[src/rtl/joystick_conditioner.sv]
// joystick_conditioner: two DB9 ports -> sync, per-bit debounce, opposing
// direction cancellation, optional autofire (JOYSTICK_AUTOFIRE_EN), and
// registered active-high outputs with a change pulse.
// Bit order on every 5-bit vector: [0]=fire [1]=left [2]=right [3]=down [4]=up.

module joy_debounce_bit #(
  parameter int DEBOUNCE_MS = 5
) (
  input  logic clk,
  input  logic reset,
  input  logic i_tick,
  input  logic i_press,
  output logic o_stable
);
  localparam int CW = (DEBOUNCE_MS > 1) ? $clog2(DEBOUNCE_MS) : 1;

  logic [CW-1:0] r_cnt;
  logic          r_stable;

  // count ticks while the level disagrees with the accepted state; any agreement restarts
  always_ff @(posedge clk) begin
    if (reset) begin
      r_stable <= 1'b0;
      r_cnt    <= '0;
    end else if (i_press == r_stable) begin
      r_cnt <= '0;
    end else if (i_tick) begin
      if (r_cnt == CW'(DEBOUNCE_MS - 1)) begin
        r_stable <= i_press;
        r_cnt    <= '0;
      end else begin
        r_cnt <= r_cnt + 1'b1;
      end
    end
  end

  assign o_stable = r_stable;
endmodule

module joy_port #(
  parameter int AUTOFIRE_HALF_MS = 50
) (
  input  logic       clk,
  input  logic       reset,
  input  logic       i_tick,
  input  logic       i_af_en,
  input  logic [0:4] i_stable,
  output logic [0:4] o_val
);
  logic w_fire;

`ifdef JOYSTICK_AUTOFIRE_EN
  localparam int AW = (AUTOFIRE_HALF_MS > 1) ? $clog2(AUTOFIRE_HALF_MS) : 1;

  logic [AW-1:0] r_af_cnt;
  logic          r_phase;
  logic          r_fire_d;
  logic          w_rise;

  // first cycle of a new press: output high now, phase restarts from 1
  assign w_rise = i_stable[0] & ~r_fire_d;

  // phase toggles every half-period of ticks while fire is held, enabled or not
  always_ff @(posedge clk) begin
    if (reset) begin
      r_af_cnt <= '0;
      r_phase  <= 1'b0;
      r_fire_d <= 1'b0;
    end else begin
      r_fire_d <= i_stable[0];
      if (w_rise) begin
        r_phase  <= 1'b1;
        r_af_cnt <= '0;
      end else if (i_stable[0] && i_tick) begin
        if (r_af_cnt == AW'(AUTOFIRE_HALF_MS - 1)) begin
          r_phase  <= ~r_phase;
          r_af_cnt <= '0;
        end else begin
          r_af_cnt <= r_af_cnt + 1'b1;
        end
      end
    end
  end

  assign w_fire = i_stable[0] & (~i_af_en | w_rise | r_phase);
`else
  logic w_unused;
  assign w_unused = ^{clk, reset, i_tick, i_af_en};
  assign w_fire   = i_stable[0];
`endif

  // opposing directions pressed together cancel each other; fire passes
  always_comb begin
    o_val    = '0;
    o_val[0] = w_fire;
    o_val[1] = i_stable[1] & ~i_stable[2];
    o_val[2] = i_stable[2] & ~i_stable[1];
    o_val[3] = i_stable[3] & ~i_stable[4];
    o_val[4] = i_stable[4] & ~i_stable[3];
  end
endmodule

module joystick_conditioner #(
  parameter int CLK_HZ           = 107386350,
  parameter int DEBOUNCE_MS      = 5,
  parameter int AUTOFIRE_HALF_MS = 50
) (
  input  logic       clk,
  input  logic       reset,
  input  logic [0:4] joya_n,
  input  logic [0:4] joyb_n,
  input  logic       autofire_a,
  input  logic       autofire_b,
  output logic [0:4] joy1,
  output logic [0:4] joy2,
  output logic       joy_change
);
  localparam int P  = CLK_HZ / 1000;
  localparam int PW = (P > 1) ? $clog2(P) : 1;

  // index 0 = port A, 1 = port B
  logic [1:0][0:4] r_sync1, r_sync2, w_stable, w_val;
  logic [1:0]      w_af;
  logic [PW-1:0]   r_presc;
  logic            w_tick;
  logic [0:4]      r_joy1, r_joy2;
  logic            r_change;

  assign w_af   = {autofire_b, autofire_a};
  assign w_tick = (r_presc == PW'(P - 1));

  // 1 ms tick prescaler
  always_ff @(posedge clk) begin
    if (reset || w_tick) r_presc <= '0;
    else                 r_presc <= r_presc + 1'b1;
  end

  // two-flop synchronizer, released (high) after reset
  always_ff @(posedge clk) begin
    if (reset) begin
      r_sync1 <= '1;
      r_sync2 <= '1;
    end else begin
      r_sync1 <= {joyb_n, joya_n};
      r_sync2 <= r_sync1;
    end
  end

  for (genvar p = 0; p < 2; p++) begin : g_port
    for (genvar b = 0; b < 5; b++) begin : g_bit
      joy_debounce_bit #(.DEBOUNCE_MS(DEBOUNCE_MS)) u_db (
        .clk      (clk),
        .reset    (reset),
        .i_tick   (w_tick),
        .i_press  (~r_sync2[p][b]),
        .o_stable (w_stable[p][b])
      );
    end
    joy_port #(.AUTOFIRE_HALF_MS(AUTOFIRE_HALF_MS)) u_port (
      .clk      (clk),
      .reset    (reset),
      .i_tick   (w_tick),
      .i_af_en  (w_af[p]),
      .i_stable (w_stable[p]),
      .o_val    (w_val[p])
    );
  end

  // output registers; change pulse lines up with the new value
  always_ff @(posedge clk) begin
    if (reset) begin
      r_joy1   <= '0;
      r_joy2   <= '0;
      r_change <= 1'b0;
    end else begin
      r_joy1   <= w_val[0];
      r_joy2   <= w_val[1];
      r_change <= (w_val[0] != r_joy1) || (w_val[1] != r_joy2);
    end
  end

  assign joy1       = r_joy1;
  assign joy2       = r_joy2;
  assign joy_change = r_change;
endmodule

[config.mk]
export PLATFORM = sky130hd
export DESIGN_NAME = joystick_conditioner
export DESIGN_NICKNAME = d
export VERILOG_FILES = /design/src/rtl/joystick_conditioner.sv
export SDC_FILE = /design/constraint.sdc
export NUM_CORES = 1
export LEC_CHECK = 0
export CAP_MARGIN = 0
export CELL_PAD_IN_SITES_DETAIL_PLACEMENT = 1
export CELL_PAD_IN_SITES_GLOBAL_PLACEMENT = 2
export CORE_MARGIN = 5
export CORE_UTILIZATION = 39
export CTS_CLUSTER_DIAMETER = 30
export DETAILED_ROUTE_END_ITERATION = 12
export HOLD_SLACK_MARGIN = 0.03
export MAX_ROUTING_LAYER = met4
export PLACE_DENSITY = 0.91
export SLEW_MARGIN = 20
export SYNTH_ARGS = -nofsm -noshare
export SYNTH_HDL_FRONTEND = slang
export SYNTH_SLANG_ARGS = --single-unit
[constraint.sdc]
create_clock -name clk -period 3.9 [get_ports clk]
set_input_delay 0.585 -clock clk [delete_from_list [all_inputs] [get_ports clk]]
set_output_delay 0.585 -clock clk [all_outputs]
set_load 0.01 [all_outputs]
==> results.json <==
{
  "finalWeightedCongestion": 0.730,
  "cpLargestDelayFamily": "simple AND/OR/NAND/NOR gates",
  "areaGrowthSynthToFinish_pct": 14.3,
  "ctsLongestPathBuffers": 2,
  "layout_setup_ws_ns": 1.70,
  "cts-htree-levels": 3,
  "synth_simple_gate_area_share_pct": 25.6,
  "endpoint_kind": "flip-flop",
  "hp-class": "reg2reg",
  "end_of_the_worst_register_to_register_path": "g_port[1].g_bit[3].u_db.r_cnt[2]$_SDFFE_PP0N_",
  "reg2reg_setup_slack_ns": 1.70,
  "post_synth_inst_count": 431,
  "crit_path_cell_trace": "ha_1, and4bb_1, nand4_1, buf_4, o21ai_0, a21oi_1",
  "netlist-cell-type-count": 34,
  "critPathBufInv": 1,
  "synth_top_area_share_pct": 46.5,
  "synth_area_leaders": "dfxtp_1, ha_1, a21oi_1",
  "post_synth_fa_ha_maj_area_fraction_pct": 7.27,
  "die_height_um": 109,
  "post_cts_buffers": 0,
  "synth_xor_xnor_area_share_pct": 6.02,
  "clock-sinks": 88,
  "synth.area.mux_share_pct": 0,
  "grtUsageTotal_pct": 15.5,
  "yosys_register_bits": 88,
  "synth_area_um2": 3780,
  "postCtsResizedCells": 0,
  "placement.setup.worst_slack_ns": 1.75,
  "ioPinCount": 25,
  "multi_input_area_um2": 1870,
  "initial_utilization_pct": 39.3,
  "setup_viol": 0,
  "tritoncts.num_buffers": 9,
  "grt_max_degree": 52,
  "slowest_delay_ns": 0.58,
  "design.core.area_um2": 9640,
  "timing.critical_path.depth": 6,
  "synth_top_area_cell": "dfxtp_1",
  "drv_cap": 0,
  "firstDrtPassIters": 4,
  "relSlewSlack_pct": 53.0,
  "hold_buffer_count_at_cts": 0,
  "final.setup.tns_ns": 0,
  "grt_overflow": 0,
  "static-leakage-power_nw": 1.44,
  "yosysWarningCount": 0,
  "timing.reg2reg.worst_path_depth": 6,
  "layout_min_cycle_time_ns": 2.20,
  "run_status": "completed",
  "maxClockFrequency_ghz": 0.455,
  "drive_above_1_share_pct": 9.65,
  "numPortBuffers": 22,
  "seq_area_um2": 1760,
  "critPathArrivalTime_ns": 2.45,
  "vias": 2910,
  "avgViaCountPerCell": 4.94,
  "hold_violations": 0,
  "report.power.total_mw": 1.60,
  "layout.nets": 487,
  "wl_um": 7950,
  "cts.root.buffer_cell": "clkbuf_8",
  "initialDrtViolationCount": 92,
  "grt_antenna_before_repair": 0,
  "crit-reg2reg-launch": "r_presc[0]$_SDFF_PP0_",
  "crit_path_start": "r_presc[0]$_SDFF_PP0_",
  "tritoncts": "yes",
  "syn_area_per_cell_um2": 8.78,
  "die_width_um": 109,
  "number_of_rows_created_at_floorplan": 36,
  "grt_pass1_vias": 3049,
  "timing_worst_setup_path_type": "reg2reg",
  "first_pass_grt_wire_length_um": 14100,
  "die_area_um2": 11800,
  "synth_top_family_by_area": "simple AND/OR/NAND/NOR gates",
  "critical_path_required_time_ns": 4.15,
  "place.detailed.hpwl_um": 5570,
  "post-route-period-util_pct": 56.4,
  "synth_fp_nets": 467,
  "remaining_drc_errors": 0,
  "worstSkewPairLatency_ns": 0.36,
  "maxSlewViolCount": 0,
  "slowest_cell_on_the_critical_path": "nand4_1",
  "worstMarginPinSlew_ns": 0.703,
  "antenna-diode-count": 0,
  "cp_capture_point": "g_port[1].g_bit[3].u_db.r_cnt[2]$_SDFFE_PP0N_",
  "clk_pin_slew_worst_paths_ns": 0.08,
  "routed_wirelength_normalized_by_instance_count_um": 13.5,
  "path_max_fanout": 17,
  "seq_area_frac_synth_pct": 46.5,
  "synth_compound_area_share_pct": 10.5,
  "start_kind": "flip-flop",
  "unrepaired_setup_endpoints_after_global_routing": "false",
  "layout.filler_cells": 1169,
  "cellPowerDensity_nw_per_um2": 370,
  "detail-route-antenna-nets": 0,
  "peakVddDrop_uv": 212,
  "fin_skew_ns": 0.00916,
  "worst_hold_slack_ns": 0.414
}
worst min-delay path by stage:
stage                                      from                     to  cells after the start
after CTS                 r_sync1[2]$_SDFF_PP1_  r_sync2[2]$_SDFF_PP1_                      1
after detailed placement  r_sync1[2]$_SDFF_PP1_  r_sync2[2]$_SDFF_PP1_                      1
after floorplan           r_sync1[0]$_SDFF_PP1_  r_sync2[0]$_SDFF_PP1_                      1
final                     r_sync1[2]$_SDFF_PP1_  r_sync2[2]$_SDFF_PP1_                      1
after global placement    r_sync1[3]$_SDFF_PP1_  r_sync2[3]$_SDFF_PP1_                      1
after global routing      r_sync1[2]$_SDFF_PP1_  r_sync2[2]$_SDFF_PP1_                      1
worst register-to-register path: cells and delay by family (launching register included):
| kind | cells | cell delay (ns) |
|---|---|---|
| adder cells (fa/ha/maj) | 1 | 0.16 |
| AND/OR/NAND/NOR | 2 | 0.83 |
| flip-flops | 1 | 0.39 |
| buffers and inverters | 1 | 0.46 |
| AO/OA/AOI/OAI | 2 | 0.26 |
cell type report:
| type | count | share of cell area, % |
|---|---|---|
| inverters | 23 | 2.00 |
| multi-input cells | 304 | 43.3 |
| flip-flops and latches | 88 | 40.7 |
| clock buffers | 11 | 3.27 |
| clock inverters | 5 | 1.30 |
| repair buffers | 25 | 5.61 |
| well taps | 133 | 3.85 |
metal layers:
layer | share of wire, % | GRT usage [%] | up-vias | wire length (um)
met5 | 0 | - | - | 0
met4 | 2.3 | 7.30 | 0 | 179
met3 | 1.7 | 2.33 | 13 | 139
met2 | 47 | 25.5 | 31 | 3770
met1 | 49 | 18.7 | 1389 | 3850
li1 | - | - | 1477 | -
kinds of logic after synthesis:
family | after synthesis
flops | 88
compound gates | 75
fa+ha+maj | 22
xor+xnor | 26
buf+inv | 39
simple gates | 181
through the flow:
step	instance area, um^2	util, %	std cells
2_1_floorplan	3780	-	431
3_3_place_gp	4130	42.8	573
3_5_place_dp	4130	42.8	573
4_1_cts	4330	44.9	589
5_1_grt	4330	44.9	589
6_report	4330	44.9	589
synthesized netlist by cell type:
master and count:
nand3b_1 10, nor2_1 36, clkbuf_1 11, buf_2 5, nand3_4 1, dfxtp_1 88
inv_1 23, o31ai_1 2, o21ai_1 9, and4bb_1 1, o21ai_0 11, or3_1 10
or4_1 2, ha_1 22, nor3b_1 2, nor2b_1 3, a31oi_1 1, xor2_1 5
and4_1 1, o22a_1 1, and4_2 1, nand2b_1 18, a211oi_1 3, nand4_1 5
or2_2 20, nand3_1 16, o211a_1 1, nor4_1 6, nor3_1 3, nand2_1 43
xnor2_1 21, a21oi_1 47, or3_4 1, and4bb_2 2
flip-flops by register name, summed over array words and instances (netlist names):
register                    cells
r_sync1                        10
joy_change                      1
joy1                            5
r_presc                        17
g_port.g_bit.u_db.r_cnt        30
r_sync2                        10
joy2                            5
g_port.g_bit.u_db.o_stable     10
placed cells by master, fill, tap and decap left out, drive strengths merged, types with 3 or more instances in the layout:
| cell type | instances |
|---|---|
| and4bb | 3 |
| nor3 | 3 |
| nand2b | 18 |
| nand4 | 5 |
| nor4 | 6 |
| nand2 | 43 |
| o21ai | 20 |
| a211oi | 3 |
| xnor2 | 21 |
| nor2 | 36 |
| inv | 23 |
| or3 | 11 |
| clkbuf | 11 |
| dfxtp | 88 |
| xor2 | 5 |
| buf | 3 |
| nand3 | 17 |
| ha | 22 |
| nand3b | 10 |
| a21oi | 47 |
| nor2b | 3 |
| clkinv | 3 |
| clkdlybuf4s50 | 22 |
| or2 | 20 |
where the power goes:
part	internal [mW]	leakage [nW]	switching [mW]	total [mW]
Sequential	0.910	0.714	0.00632	0.916
Combinational	0.0234	0.627	0.0184	0.0418
Clock	0.313	0.0993	0.328	0.641
Total	1.25	1.44	0.353	1.60
Note: power is estimated with default switching activity, not from simulation.
